File: config.mk
export PLATFORM = sky130hd
export DESIGN_NAME = muldiv_scheduler_flat
export DESIGN_NICKNAME = d
export VERILOG_FILES = /design/src/rtl/muldiv_pkg.sv /design/src/rtl/muldiv_scheduler_if.sv /design/src/rtl/hilo_regfile.sv /design/src/rtl/muldiv_scheduler.sv /design/src/flat_wrapper.sv
export SDC_FILE = /design/constraint.sdc
export NUM_CORES = 1
export LEC_CHECK = 0
export BUFFER_PORTS_ARGS = -buffer_cell sky130_fd_sc_hd__buf_2
export CORE_UTILIZATION = 50
export CTS_BUF_LIST = sky130_fd_sc_hd__clkbuf_4 sky130_fd_sc_hd__clkbuf_8
export CTS_CLUSTER_DIAMETER = 150
export DETAILED_ROUTE_END_ITERATION = 7
export HOLD_SLACK_MARGIN = 0.06
export PLACE_DENSITY_LB_ADDON = 0.25
export SLEW_MARGIN = 5
export SYNTH_ARGS = -nofsm -noshare
export SYNTH_HDL_FRONTEND = slang
export SYNTH_SLANG_ARGS = --single-unit
File: constraint.sdc
create_clock -name CLK -period 2.55 [get_ports CLK]
set_input_delay 0.3825 -clock CLK [delete_from_list [all_inputs] [get_ports CLK]]
set_output_delay 0.3825 -clock CLK [all_outputs]
set_load 0.01 [all_outputs]
File: src/rtl/muldiv_pkg.sv
// Shared definitions for the MULT scheduler: FSM encoding, timeout length and HI/LO selects.
package muldiv_pkg;

    typedef enum logic [1:0] {
        IDLE  = 2'd0,
        ISSUE = 2'd1,
        WAIT  = 2'd2,
        WRITE = 2'd3
    } state_t;

    localparam int unsigned TIMEOUT_CYCLES = 64;
    localparam int unsigned TMO_W          = 7;

    localparam logic SEL_LO = 1'b0;
    localparam logic SEL_HI = 1'b1;

    function automatic logic [31:0] hilo_pick(input logic sel,
                                              input logic [31:0] hi,
                                              input logic [31:0] lo);
        return (sel == SEL_HI) ? hi : lo;
    endfunction

endpackage

File: src/rtl/muldiv_scheduler_if.sv
// Bundle of the CPU request, multiplier and HI/LO access signals around the MULT scheduler.
interface muldiv_scheduler_if;

    logic        req_valid;
    logic        req_ready;
    logic [31:0] op_a;
    logic [31:0] op_b;

    logic        mul_start;
    logic [31:0] mul_a;
    logic [31:0] mul_b;
    logic        mul_valid;
    logic [63:0] mul_product;
    logic        mul_abort;

    logic        rd_req;
    logic        rd_sel;
    logic [31:0] rd_data;
    logic        wr_en;
    logic        wr_sel;
    logic [31:0] wr_data;
    logic        stall;

    logic        busy;
    logic        err;

    modport slave (
        input  req_valid, op_a, op_b, mul_valid, mul_product,
               rd_req, rd_sel, wr_en, wr_sel, wr_data,
        output req_ready, mul_start, mul_a, mul_b, mul_abort,
               rd_data, stall, busy, err
    );

    modport master (
        output req_valid, op_a, op_b, mul_valid, mul_product,
               rd_req, rd_sel, wr_en, wr_sel, wr_data,
        input  req_ready, mul_start, mul_a, mul_b, mul_abort,
               rd_data, stall, busy, err
    );

endinterface

File: src/rtl/hilo_regfile.sv
// HI/LO register pair with a registered read port, a CPU write port and a 64-bit product load.
module hilo_regfile
    import muldiv_pkg::*;
(
    input  logic        CLK,
    input  logic        RST,
    input  logic        rd_en,
    input  logic        rd_sel,
    output logic [31:0] rd_data,
    input  logic        wr_en,
    input  logic        wr_sel,
    input  logic [31:0] wr_data,
    input  logic        load_en,
    input  logic [63:0] load_value
);

    logic [31:0] hi;
    logic [31:0] lo;

    // NOTE: non-blocking updates let a read and a write to the same register on one edge return the old value.
    always_ff @(posedge CLK) begin
        if (RST) begin
            hi      <= '0;
            lo      <= '0;
            rd_data <= '0;
        end else begin
            if (rd_en) begin
                rd_data <= hilo_pick(rd_sel, hi, lo);
            end
            if (load_en) begin
                hi <= load_value[63:32];
                lo <= load_value[31:0];
            end else if (wr_en) begin
                if (wr_sel == SEL_HI) begin
                    hi <= wr_data;
                end else begin
                    lo <= wr_data;
                end
            end
        end
    end

endmodule

File: src/rtl/muldiv_scheduler.sv
// Sequences one MULT through the Booth multiplier and owns HI/LO access while it is in flight.
// Optional feature: define MUL_TIMEOUT_EN to bound WAIT and abort a hung multiplier.
module muldiv_scheduler
    import muldiv_pkg::*;
(
    input  logic              CLK,
    input  logic              RST,
    muldiv_scheduler_if.slave bus
);

    state_t      state;
    state_t      state_next;
    logic [31:0] mul_a_q;
    logic [31:0] mul_b_q;
    logic [63:0] product_q;
    logic        req_ready_c;
    logic        mul_start_c;
    logic        abort_c;
    logic        take_result;
    logic        busy_c;
    logic [31:0] rd_data_w;

`ifdef MUL_TIMEOUT_EN
    logic [TMO_W-1:0] tmo_cnt;
    logic             tmo_hit;
    logic             err_q;

    // Fires on the WAIT cycle whose increment would bring the count to TIMEOUT_CYCLES.
    assign tmo_hit = (tmo_cnt == TMO_W'(TIMEOUT_CYCLES - 1));
`endif

    // NOTE: every output of this block gets a default first, so no path can infer a latch.
    always_comb begin
        state_next  = state;
        req_ready_c = 1'b0;
        mul_start_c = 1'b0;
        abort_c     = 1'b0;
        take_result = 1'b0;
        unique case (state)
            IDLE: begin
                req_ready_c = 1'b1;
                if (bus.req_valid) begin
                    state_next = ISSUE;
                end
            end
            ISSUE: begin
                mul_start_c = 1'b1;
                state_next  = WAIT;
            end
            WAIT: begin
                if (bus.mul_valid) begin
                    take_result = 1'b1;
                    state_next  = WRITE;
                end
`ifdef MUL_TIMEOUT_EN
                else if (tmo_hit) begin
                    abort_c    = 1'b1;
                    state_next = IDLE;
                end
`endif
            end
            WRITE: begin
                state_next = IDLE;
            end
            default: begin
                state_next = IDLE;
            end
        endcase
    end

    always_ff @(posedge CLK) begin
        if (RST) begin
            state     <= IDLE;
            mul_a_q   <= '0;
            mul_b_q   <= '0;
            product_q <= '0;
        end else begin
            state <= state_next;
            if (state == IDLE && bus.req_valid) begin
                mul_a_q <= bus.op_a;
                mul_b_q <= bus.op_b;
            end
            if (take_result) begin
                product_q <= bus.mul_product;
            end
        end
    end

`ifdef MUL_TIMEOUT_EN
    always_ff @(posedge CLK) begin
        if (RST) begin
            tmo_cnt <= '0;
            err_q   <= 1'b0;
        end else begin
            if (state == ISSUE) begin
                tmo_cnt <= '0;
            end else if (state == WAIT) begin
                tmo_cnt <= tmo_cnt + TMO_W'(1);
            end
            if (abort_c) begin
                err_q <= 1'b1;
            end
        end
    end

    assign bus.err = err_q;
`else
    assign bus.err = 1'b0;
`endif

    // CPU accesses are blocked for the whole operation, including the WRITE cycle.
    assign busy_c = (state != IDLE);

    hilo_regfile u_hilo (
        .CLK        (CLK),
        .RST        (RST),
        .rd_en      (bus.rd_req & ~busy_c),
        .rd_sel     (bus.rd_sel),
        .rd_data    (rd_data_w),
        .wr_en      (bus.wr_en & ~busy_c),
        .wr_sel     (bus.wr_sel),
        .wr_data    (bus.wr_data),
        .load_en    (state == WRITE),
        .load_value (product_q)
    );

    assign bus.req_ready = req_ready_c;
    assign bus.mul_start = mul_start_c;
    assign bus.mul_abort = abort_c;
    assign bus.mul_a     = mul_a_q;
    assign bus.mul_b     = mul_b_q;
    assign bus.rd_data   = rd_data_w;
    assign bus.busy      = busy_c;
    assign bus.stall     = (bus.rd_req | bus.wr_en) & busy_c;

endmodule

File: src/flat_wrapper.sv
// flat-port wrapper written by rule: the top's interface ports become plain ports
module muldiv_scheduler_flat import muldiv_pkg::*;
  (CLK, RST, bus_req_valid, bus_op_a, bus_op_b, bus_mul_valid, bus_mul_product, bus_rd_req, bus_rd_sel, bus_wr_en, bus_wr_sel, bus_wr_data, bus_req_ready, bus_mul_start, bus_mul_a, bus_mul_b, bus_mul_abort, bus_rd_data, bus_stall, bus_busy, bus_err);
  muldiv_scheduler_if bus_i ();
  input  logic CLK;
  input  logic RST;
  input wire logic [$bits(bus_i.req_valid)-1:0] bus_req_valid;
  input wire logic [$bits(bus_i.op_a)-1:0] bus_op_a;
  input wire logic [$bits(bus_i.op_b)-1:0] bus_op_b;
  input wire logic [$bits(bus_i.mul_valid)-1:0] bus_mul_valid;
  input wire logic [$bits(bus_i.mul_product)-1:0] bus_mul_product;
  input wire logic [$bits(bus_i.rd_req)-1:0] bus_rd_req;
  input wire logic [$bits(bus_i.rd_sel)-1:0] bus_rd_sel;
  input wire logic [$bits(bus_i.wr_en)-1:0] bus_wr_en;
  input wire logic [$bits(bus_i.wr_sel)-1:0] bus_wr_sel;
  input wire logic [$bits(bus_i.wr_data)-1:0] bus_wr_data;
  output wire logic [$bits(bus_i.req_ready)-1:0] bus_req_ready;
  output wire logic [$bits(bus_i.mul_start)-1:0] bus_mul_start;
  output wire logic [$bits(bus_i.mul_a)-1:0] bus_mul_a;
  output wire logic [$bits(bus_i.mul_b)-1:0] bus_mul_b;
  output wire logic [$bits(bus_i.mul_abort)-1:0] bus_mul_abort;
  output wire logic [$bits(bus_i.rd_data)-1:0] bus_rd_data;
  output wire logic [$bits(bus_i.stall)-1:0] bus_stall;
  output wire logic [$bits(bus_i.busy)-1:0] bus_busy;
  output wire logic [$bits(bus_i.err)-1:0] bus_err;
  assign bus_i.req_valid = bus_req_valid;
  assign bus_i.op_a = bus_op_a;
  assign bus_i.op_b = bus_op_b;
  assign bus_i.mul_valid = bus_mul_valid;
  assign bus_i.mul_product = bus_mul_product;
  assign bus_i.rd_req = bus_rd_req;
  assign bus_i.rd_sel = bus_rd_sel;
  assign bus_i.wr_en = bus_wr_en;
  assign bus_i.wr_sel = bus_wr_sel;
  assign bus_i.wr_data = bus_wr_data;
  assign bus_req_ready = bus_i.req_ready;
  assign bus_mul_start = bus_i.mul_start;
  assign bus_mul_a = bus_i.mul_a;
  assign bus_mul_b = bus_i.mul_b;
  assign bus_mul_abort = bus_i.mul_abort;
  assign bus_rd_data = bus_i.rd_data;
  assign bus_stall = bus_i.stall;
  assign bus_busy = bus_i.busy;
  assign bus_err = bus_i.err;
  muldiv_scheduler u_core (.CLK(CLK), .RST(RST), .bus(bus_i));
endmodule
# ---- After elaboration in Yosys (flattened, before gate mapping)
# Cells that the tools add are included.
# Widths: inputs -> output; s select.
dict set report classes {
  eq_ne 6
  mux 14
  n_bitwise 5
  reduce_logical 8
}
# operator n
set op_table {}
lappend op_table {{$mux 32} 7}
lappend op_table {{$pmux 2 s4} 1}
lappend op_table {{$reduce_and 2->1} 3}
lappend op_table {{$reduce_bool 2->1} 3}
lappend op_table {{$eq 2x2->1 const B} 2}
lappend op_table {{$mux 1} 4}
lappend op_table {{$mux 2} 2}
lappend op_table {{$ne 2x2->1 const B} 2}
lappend op_table {{$and 1x1->1} 3}
lappend op_table {{$eq 2x1->1 const B} 1}
lappend op_table {{$logic_not 2->1} 1}
lappend op_table {{$ne 2x1->1 const B} 1}
lappend op_table {{$logic_and 1x1->1} 1}
lappend op_table {{$not 1->1} 1}
lappend op_table {{$or 1x1->1} 1}
dict set report totals {
  reg_bits 226
  inputBits 168
  out_inout_bits 102
}

# ---- Longest topological paths before layout
# Gate-level depths: netlist (run 1).
dict set report logic_depth {
  ltp_word 5
  ltp_mapped 9
}

# ---- Cells and area by module
# From an unflattened synthesis (run 1), not the netlist that was laid out.
dict set report hier_totals {
  hier_cells 1091
  hier_area_um2 9654.3
}
# mod instances cells_each area_per_inst_um2
set modules_own_cells {}
lappend modules_own_cells {muldiv_scheduler 1 583 4890.9}
lappend modules_own_cells {hilo_regfile 1 508 4763.3}

# ---- Least setup slack after synthesis (run 1)
# No wires, ideal clock.
dict set report synth_path {
  path_type {register -> register}
  start {reg u_core.state[0]}
  end {reg u_core.u_hilo.lo[10]}
  arrival_time_ns 1.733
  required_time_ns 2.469
  setup_slack_ns 0.735
  path_stages_with_launch 10
  path_buffers 4
  synth_period_minus_slack_ns 1.815
  cell_sequence {dfxtp_1 -> inv_1 -> ha_1 -> buf_6 -> and3b_1 -> buf_2 -> or2_1 -> buf_6 -> buf_6 -> a211oi_2}
}
dict set report synth_via {
  elab_chain_cells 5
}
# item line_no
set synth_rtl {}
lappend synth_rtl {{start, declared} muldiv_scheduler.sv:11} ;# state_t state;
lappend synth_rtl {{start signal, assigned} muldiv_scheduler.sv:78} ;# state <= state_next;
lappend synth_rtl {{$reduce_bool 2->1} muldiv_scheduler.sv:112} ;# assign busy_c = (state != IDLE);
lappend synth_rtl {{$not 1->1} muldiv_scheduler.sv:120} ;# .wr_en (bus.wr_en & ~busy_c),
lappend synth_rtl {{$and 1x1->1} muldiv_scheduler.sv:120}
lappend synth_rtl {{$reduce_bool 2->1 (no line)} -}
lappend synth_rtl {{$reduce_and 2->1 (no line)} -}
lappend synth_rtl {{end signal, assigned} hilo_regfile.sv:32} ;# lo <= load_value[31:0];
lappend synth_rtl {{end signal, assigned} hilo_regfile.sv:37} ;# lo <= wr_data;
lappend synth_rtl {{end, declared} hilo_regfile.sv:18} ;# logic [31:0] lo;
# Parallel ways exist; a longest one is shown, timed or not.
# A chain may end at the register's enable or synchronous reset.

# ---- Worst setup path after layout (run 1)
dict set report layout_path {
  start {reg u_core.state[1]}
  end {reg u_core.u_hilo.hi[31]}
}
dict set report layout_via {
  elab_chain_cells 5
}
# item line_no
set layout_rtl {}
lappend layout_rtl {{$reduce_bool 2->1} muldiv_scheduler.sv:112}
lappend layout_rtl {{$not 1->1} muldiv_scheduler.sv:120}
lappend layout_rtl {{$and 1x1->1} muldiv_scheduler.sv:120}
lappend layout_rtl {{$reduce_bool 2->1 (no line)} -}
lappend layout_rtl {{$reduce_and 2->1 (no line)} -}
lappend layout_rtl {{end signal, assigned} hilo_regfile.sv:31} ;# hi <= load_value[63:32];
lappend layout_rtl {{end signal, assigned} hilo_regfile.sv:35} ;# hi <= wr_data;
lappend layout_rtl {{end, declared} hilo_regfile.sv:17} ;# logic [31:0] hi;
# Parallel ways exist; a longest one is shown, timed or not.

==> flow_summary.json, run 1 <==
{
  "firstDrtPassIters": 4,
  "start_kind": "register",
  "ys_ff_latch": 226,
  "maxCapViolCount": 0,
  "cts_tree": "done",
  "finClkSkew_ps": 15.9,
  "peakVddDrop_mv": 0.647,
  "clock-root-buffer": "clkbuf_8",
  "finalSetupViolCount": 0,
  "worst_slack_ps": 325,
  "total_power_mw": 11.6,
  "cp_top_family": "simple AND/OR/NAND/NOR gates",
  "synth_async_sr_flop_share_pct": 0,
  "ys.flop_type": "dfxtp_1",
  "routedWlPerCell_um": 16.4,
  "start_util_pct": 51.1,
  "rsz0062_at_grt": "false",
  "synth.avg_cell_area_sq_um": 9.01,
  "ys_types": 23,
  "h-tree-depth": 2,
  "fp-row-count": 49,
  "clock-sinks": 226,
  "critical_path_arrival_ps": 2570,
  "antenna_found_initial": 3,
  "fp.dieH_um": 138,
  "fin_crit_sh_pct": 87.2,
  "ctsHoldBuffers": 0,
  "path_buf_inv": 1,
  "synth_warnings": 0,
  "track_usage_pct": 25.6,
  "crit_fanout": 32,
  "grt_max_degree": 87,
  "fin_cells": 1506,
  "ios": 270,
  "die-width_um": 138,
  "dp.cells": 1439,
  "yosysMostFrequentCell": "nand2_1",
  "maxSlewViolCount": 0,
  "hold_viol_final": 0,
  "path_clk_slew_ps": 60,
  "fin_crit_ps": 2220,
  "grt_pass1_vias": 7602,
  "outcome": "finished clean",
  "hold_class": "input pin to register",
  "die_area_sq_um": 19000,
  "vias": 7917,
  "drt_iter0_markers": 478,
  "synth_area_sq_um": 9210,
  "clk_latency_ps": 520,
  "worstSetupEndpointType": "register",
  "postRouteAntennaNets": 0,
  "dpl_cell_area_sq_um": 10600,
  "nets": 1423,
  "cts_setup_buffers": 0,
  "overflow": 0,
  "drive_gt1_share_pct": 32.7,
  "synth_area_leaders": "dfxtp_1, nand2_1, mux2i_1",
  "area_delta_synth_final_pct": 23.9,
  "required_ps": 2890,
  "cts_made_buffers": 38,
  "p_leak_nw": 4.62,
  "cts.repair.resized": 0,
  "synth_cells": 1022,
  "hold_ws_ps": 92.5,
  "final.setup.tns_ps": 0,
  "worstPathCellList": "inv_1 > ha_1 > a21o_1 > and2_2 > a211oi_1",
  "synth_top_area_share_pct": 49.2,
  "synthTopCellsByCount": "nand2_1, dfxtp_1, a21oi_1, mux2i_1, a211oi_2",
  "vias_per_cell": 5.26,
  "wl_mm": 24.6,
  "gp_congestion": 0.787,
  "final_util_pct": 63.3,
  "worst_pin_slew_ps": 1220,
  "postLayoutCellArea_sq_um": 11400,
  "crit_type": "register to register",
  "yosys.area.top_type": "dfxtp_1",
  "cpMaxStageDelayCell": "and2_2",
  "power_density_nw_per_um2": 1020,
  "ys_seq_area_share_pct": 49.2,
  "dpl.hpwl_mm": 16.2,
  "clk_path_buf_depth": 3,
  "remaining_drc_errors": 0,
  "relSlewSlack_pct": 18.4,
  "core_sq_um": 18000,
  "grt_pass1_wl_mm": 38.1,
  "max_freq_mhz": 449,
  "crit_path_max_incr_delay_ps": 850,
  "synth-edff-count": 0,
  "io_buffer_count": 267,
  "pre_cts_slack_ps": 304
}
final timing paths:
path	from	to	slack (ps)	depth (start not counted)
setup / recovery	u_core.state[1]	u_core.u_hilo.hi[31]	330	5
hold / removal	bus_op_a[30]	u_core.bus.mul_a[30]	90	3
setup reg to reg	u_core.state[1]	u_core.u_hilo.hi[31]	330	5
hold reg to reg	u_core.bus.mul_a[14]	u_core.bus.mul_a[14]	450	2
worst reg2reg max path, delay by kind of cell (launching register included):
kind | cells | cell delay (ps)
adders and majority gates | 1 | 360
DFF | 1 | 360
buffers and inverters | 1 | 110
AOI/OAI and AO/OA | 2 | 360
and+or+nand+nor | 1 | 850
sequential cells by signal, summed over array words and instances (netlist names):
signal	count
u_core.state	2
u_core.bus.mul_b	32
u_core.product_q	64
u_core.u_hilo.hi	32
u_core.bus.mul_a	32
u_core.u_hilo.lo	32
u_core.u_hilo.rd_data	32
cells by family after synthesis:
family	synth area share, %
compound gates	20.1
fa+ha+maj	0.680
buf+inv	5.15
flops	49.2
mux	10.4
other cells	0.0407
simple gates	14.4
layout by cell type (no fill, tap or decap):
cell type	netlist	routed
nor3_1	33	33
bufinv_16	0	1
inv_1	3	3
or2_1	2	1
buf_2	19	266
diode_2	0	3
conb_1	1	2
buf_4	2	8
a211oi_2	60	60
a21o_1	1	1
clkinv_2	0	3
ha_4	0	1
and3b_1	1	1
nand2_1	258	256
mux2i_1	96	96
and3_1	1	1
nand2b_1	2	2
clkbuf_8	0	49
ha_2	0	1
a211oi_1	36	36
a21oi_1	162	162
nor2_1	35	35
o21ba_2	1	1
dfxtp_1	226	226
ha_1	5	3
clkbuf_4	0	12
nand2_2	0	2
or2_2	0	1
and2_2	0	4
buf_12	0	7
where the power goes:
group,switching (mW),internal [mW]
Clock,1.38,1.96
Combinational,2.16,1.39
Sequential,0.400,4.30
metal layers:
| metal | global-route usage, % | routed length [um] | part of all wire [%] | vias to the layer above |
|---|---|---|---|---|
| met1 | 32.1 | 10800 | 44 | 3695 |
| met2 | 42.0 | 11700 | 47 | 220 |
| met4 | 8.97 | 573 | 2.3 | 2 |
| met3 | 6.81 | 1540 | 6.3 | 41 |
| met5 | 0 | 8 | 0.032 | - |
| li1 | - | - | - | 3959 |
area by class of cell:
| class | instances | area, sq um |
|---|---|---|
| fill | 1630 | 6620 |
| sequential | 226 | 4520 |
| multi-input combinational | 699 | 4240 |
| timing repair buffer | 282 | 1550 |
| clock buffer | 60 | 751 |
| tap | 229 | 287 |
| clock inverter | 4 | 45.0 |
| inverter | 3 | 11.3 |
| antenna | 3 | 7.51 |
No activity file was read; power rests on OpenSTA's default activity.
==> run 2, diff against run 1 <==
ABC_AREA = 1   (was not set)
CORE_MARGIN = 2   (was not set)
==> run 2 against run 1 <==
- critical path type is now register to output pin
- clock skew rose by 4.5 ps
- synthesized area rose by 3.7%
- core utilization fell by 0.70 points
- critical endpoint is now bus_stall
- setup slack improved by 160 ps
- global-route usage rose by 0.081 points
==> flow_summary.json, run 2 <==
{
  "ys_ff_latch": 226,
  "cts_tree": "done",
  "io_buffer_count": 267,
  "synth_top_area_share_pct": 47.4,
  "largest_register_ffs": 64,
  "grt_max_degree": 70,
  "finalSetupViolCount": 0,
  "crit_type": "register to output pin",
  "fin_crit_ps": 2060,
  "maxCapViolCount": 0,
  "die-width_um": 142,
  "layout_common_cells": "nor2_1, buf_2, nand2_1, dfxtp_1, o21ai_0",
  "firstDrtPassIters": 6,
  "peakVddDrop_mv": 0.647,
  "routedWlPerCell_um": 13.9,
  "drt_iter0_markers": 407,
  "synth-edff-count": 0,
  "synth_area_sq_um": 9550,
  "h-tree-depth": 2,
  "overflow": 0,
  "synth_async_sr_flop_share_pct": 0,
  "ys_seq_area_share_pct": 47.4,
  "required_ps": 2170,
  "nets": 1819,
  "yosys.area.top_type": "dfxtp_1",
  "worstSetupEndpointType": "output pin",
  "fin_crit_sh_pct": 80.8,
  "ctsHoldBuffers": 0,
  "final.setup.tns_ps": 0,
  "final_util_pct": 62.6,
  "wl_mm": 26.5,
  "relSlewSlack_pct": 29.6,
  "grt_pass1_wl_mm": 41.8,
  "outcome": "finished clean",
  "fp-row-count": 50,
  "r2r_cells": 6,
  "rsz0062_at_grt": "false",
  "final_common_cell": "nor2_1",
  "max_freq_mhz": 485,
  "yosysMostFrequentCell": "nor2_1",
  "synth_cells": 1411,
  "grt_pass1_vias": 8645,
  "synth.avg_cell_area_sq_um": 6.77,
  "cts_made_buffers": 40,
  "clock-sinks": 226,
  "dpl_cell_area_sq_um": 10900,
  "clk_latency_ps": 540,
  "ys_types": 19,
  "synth_area_leaders": "dfxtp_1, nor2_1, nand2_1",
  "fp.dieH_um": 142,
  "area_delta_synth_final_pct": 22.6,
  "critical_path_arrival_ps": 1680,
  "start_util_pct": 51.0,
  "die_area_sq_um": 20200,
  "track_usage_pct": 25.6,
  "holdPathStages": 3,
  "path_clk_slew_ps": 60,
  "synthTopCellsByCount": "nor2_1, nand2_1, dfxtp_1, o21ai_0, inv_1",
  "ys.flop_type": "dfxtp_1",
  "p_leak_nw": 5.91,
  "regMostFlops": "u_core.product_q",
  "dpl.hpwl_mm": 17.9,
  "vias_per_cell": 4.78,
  "postLayoutCellArea_sq_um": 11700,
  "worst_pin_slew_ps": 1050,
  "hold_viol_final": 0,
  "maxSlewViolCount": 0,
  "cts.repair.resized": 0,
  "ios": 270,
  "clk_path_buf_depth": 3,
  "cts_setup_buffers": 0,
  "crit_fanout": 8,
  "antenna_found_initial": 6,
  "remaining_drc_errors": 0,
  "hold_class": "input pin to register",
  "postRouteAntennaNets": 0,
  "power_density_nw_per_um2": 1040,
  "synth_warnings": 0,
  "drive_gt1_share_pct": 21.7,
  "finClkSkew_ps": 20.4,
  "start_kind": "register",
  "vias": 9129,
  "total_power_mw": 12.2,
  "clock-root-buffer": "clkbuf_8",
  "gp_congestion": 0.849,
  "core_sq_um": 18700
}
run 2: cell count changes in the layout (fill, tap and decap cells not counted), moves of 32 or more:
| cell | change |
|---|---|
| o211ai_1 | +32 |
| nor3_1 | -33 |
| mux2i_1 | -96 |
| a211oi_2 | -60 |
| nor2_1 | +415 |
| o21ai_0 | +193 |
| a211oi_1 | -36 |
| a21oi_1 | -160 |
| inv_1 | +132 |
run 2: final timing paths:
path,from,end,slack (ps)
max,u_core.state[1],bus_stall,490
min,bus_mul_product[16],u_core.product_q[16],90
max reg2reg,u_core.state[0],u_core.bus.mul_a[1],580
min reg2reg,u_core.bus.mul_b[3],u_core.bus.mul_b[3],480
run 2: cells by family after synthesis:
kind of cell | synth area share (%)
and+or+nand+nor | 28.5
buffers and inverters | 10.7
AOI/OAI and AO/OA | 12.7
DFF | 47.4
adders and majority gates | 0.655
other | 0.0393
run 2: layout make-up:
class                           instances  area, sq um
Clock buffer                           58          736
Multi-Input combinational cell        954         4020
Sequential cell                       226         4520
Antenna cell                            5         12.5
Fill cell                            1773         7000
Clock inverter                          8         55.1
Tap cell                              234          293
Timing Repair Buffer                  284         1540
Inverter                              140          528
run 2: metal layers:
metal	share of wire, %	up-vias	GRT usage, %
li1	-	4776	-
met1	44	4047	32.3
met2	46	257	42.0
met3	7.1	47	6.80
met4	2.5	2	10.3
met5	0.042	-	0
run 2: power by group:
part | switching, mW | total, mW | internal (mW) | leakage, nW
combinational | 2.49 | 3.94 | 1.45 | 3.63
sequential | 0.462 | 4.93 | 4.47 | 1.86
clock | 1.47 | 3.32 | 1.85 | 0.418
run 2: critical path, cell delays in order (launching register included):
cell and delay, ps:
dfxtp_1 410, inv_1 90, ha_1 290, nor2_1 200, buf_2 160
run 2: per-stage QoR:
| stage | worst slack [ps] | hold slack (ps) | instances |
|---|---|---|---|
| after floorplan | 1120 | 455 | 1412 |
| after global placement | 666 | 457 | 1838 |
| after detailed placement | 583 | 471 | 1838 |
| after CTS | 475 | 60.6 | 1904 |
| after global routing | 268 | 84.1 | 1909 |
| final | 490 | 89.2 | 1909 |
==> run 3, diff against run 2 <==
CORE_UTILIZATION = 49   (was 50)
clock period = 1.7 ns   (was 2.55 ns; I/O delays follow)
==> run 3 against run 2 <==
- final area rose by 14%
- flip-flop and latch count stayed put
- cell count up 9.3%
- combinational power grew 70%
- count of clock-buffer cells in the layout grew 6
- hold slack better by 27 ps
- total power up 60%
- non-clock buffer count rose by 141
- sequential power increased by 50%
- via count up 9.0%
- first-iteration DRC count rose by 53%
- critical path type unchanged
- largest power group unchanged
- highest routed layer unchanged
==> flow_summary.json, run 3 (synthesized netlist as in run 2, its figures left out) <==
{
  "crit_fanout": 7,
  "drt_iter0_markers": 624,
  "clk_latency_ps": 530,
  "io_buffer_count": 267,
  "finalSetupViolCount": 0,
  "worst_slack_ps": 60.4,
  "fin_crit_sh_pct": 96.4,
  "crit_path_max_incr_delay_ps": 370,
  "intPower_mw": 12.6,
  "area_delta_synth_final_pct": 39.9,
  "clock-root-buffer": "clkbuf_8",
  "power_density_nw_per_um2": 1460,
  "dpl.hpwl_mm": 17.9,
  "maxSlewViolCount": 0,
  "vias_per_cell": 4.77,
  "clock-sinks": 226,
  "die-width_um": 144,
  "switching_share_pct": 35.5,
  "fp.dieH_um": 144,
  "outcome": "finished clean",
  "rsz0062_at_grt": "false",
  "h-tree-depth": 2,
  "cpMaxStageDelayCell": "dfxtp_4",
  "hold_viol_final": 0,
  "required_ps": 1440,
  "drive_gt1_share_pct": 21.1,
  "start_util_pct": 49.5,
  "overflow": 0,
  "core_sq_um": 19300,
  "p_leak_nw": 6.59,
  "track_usage_pct": 27.9,
  "regMostFlops": "u_core.product_q",
  "clk_path_buf_depth": 3,
  "hold_class": "input pin to register",
  "final.setup.tns_ps": 0,
  "seq_power_share_pct": 38.0,
  "firstDrtPassIters": 5,
  "path_clk_slew_ps": 60,
  "vias": 9948,
  "nFillCells": 1647,
  "start_kind": "register",
  "cts_made_buffers": 39,
  "clkPwrFrac_pct": 27.4,
  "maxCapViolCount": 0,
  "critical_path_arrival_ps": 1380,
  "grt_pass1_wl_mm": 46.1,
  "finClkSkew_ps": 12.2,
  "nets": 1959,
  "gp_congestion": 0.886,
  "largest_register_ffs": 64,
  "max_freq_mhz": 610,
  "peakVddDrop_mv": 0.942,
  "pre_cts_slack_ps": 73.0,
  "cp_top_family": "flip-flops",
  "worstPathCellList": "inv_2 > ha_4 > nor2_4 > buf_6",
  "cts_tree": "done",
  "remaining_drc_errors": 0,
  "postRouteAntennaNets": 0,
  "grt_max_degree": 82,
  "final_common_cell": "nor2_1",
  "ios": 270,
  "antenna_found_initial": 9,
  "worstSetupEndpointType": "output pin",
  "routedWlPerCell_um": 14.0,
  "fp-row-count": 51,
  "path_buf_inv": 2,
  "wl_mm": 29.3,
  "grt_pass1_vias": 9624,
  "die_area_sq_um": 20600,
  "crit_type": "register to output pin",
  "layout_common_cells": "nor2_1, buf_2, nand2_1, dfxtp_1, o21ai_0",
  "fin_crit_ps": 1640,
  "combinationalPowerShare_pct": 34.5,
  "p_sw_mw": 6.90
}
-- run 3: cell count changes in the layout (fill, tap and decap cells not counted), moves of 2 or more --
cell | previous run | this run
buf_6 | 0 | 2
dlygate4sd3_1 | 0 | 128
clkbuf_4 | 10 | 12
inv_2 | 4 | 6
diode_2 | 5 | 9
buf_12 | 6 | 16
clkbuf_8 | 48 | 52
inv_1 | 135 | 133
buf_4 | 11 | 13
clkinv_2 | 4 | 1
-- run 3: what timing repair did --
| item | 4_1_cts | 5_1_grt |
|---|---|---|
| setup endpoints to repair | 3 | 8 |
| endpoints found under the hold margin | 128 | 0 |
| setup buffers | 2 | 0 |
| pin swaps | 0 | 1 |
| hold buffers | 128 | 0 |
| gates resized for setup | 7 | 3 |
-- run 3: tightest hold or removal path: stages --
cell	delay, ps
buf_2	110
inv_1	50
nand2_1	50
nand3_1	70
a21oi_1	60
-- run 3: path summary, 6_finish.rpt --
path | end | cells past startpoint | slack (ps) | from
max | bus_stall | 4 | 60 | u_core.state[1]
min | u_core.state[1] | 5 | 120 | bus_req_valid
max reg2reg | u_core.bus.mul_b[10] | 8 | 130 | u_core.state[1]
min reg2reg | u_core.bus.mul_b[16] | 2 | 480 | u_core.bus.mul_b[16]
-- run 3: layout make-up --
| cell class | instances | area [sq um] | area share (%) |
|---|---|---|---|
| Clock inverter | 4 | 51.3 | 0.384 |
| Timing Repair Buffer | 425 | 3050 | 22.9 |
| Antenna cell | 9 | 22.5 | 0.169 |
| Clock buffer | 64 | 806 | 6.03 |
| Inverter | 140 | 528 | 3.95 |
| Sequential cell | 226 | 4530 | 33.9 |
| Multi-Input combinational cell | 954 | 4040 | 30.2 |
| Tap cell | 265 | 332 | 2.48 |
-- run 3: power by group through the flow --
stage	clock [mW]	combinational (mW)	sequential, mW
after detailed placement	0	6.19	7.45
after global placement	0	6.09	7.40
after global routing	5.62	7.60	7.54
after floorplan	0	3.89	7.67
final	5.34	6.71	7.40
after CTS	5.42	6.59	7.36
-- run 3: layer usage --
layer / track usage (%) / vias to the layer above / part of all wire (%)
met5: 0 / - / 0.038
met4: 13.8 / 2 / 4.0
met3: 6.76 / 86 / 6.7
met2: 47.1 / 344 / 48
met1: 33.1 / 4449 / 42
li1: - / 5067 / -
-- run 3: per-stage QoR --
step	area, sq um	hold slack [ps]	instances	total power [mW]	util, %
final	13400	117	2087	19.4	69.3
after detailed placement	11100	467	1880	13.6	57.8
after CTS	13300	82.4	2078	19.4	69.2
after global placement	11100	457	1880	13.5	57.8
after global routing	13400	123	2085	20.8	69.3
after floorplan	9550	419	1412	11.6	-
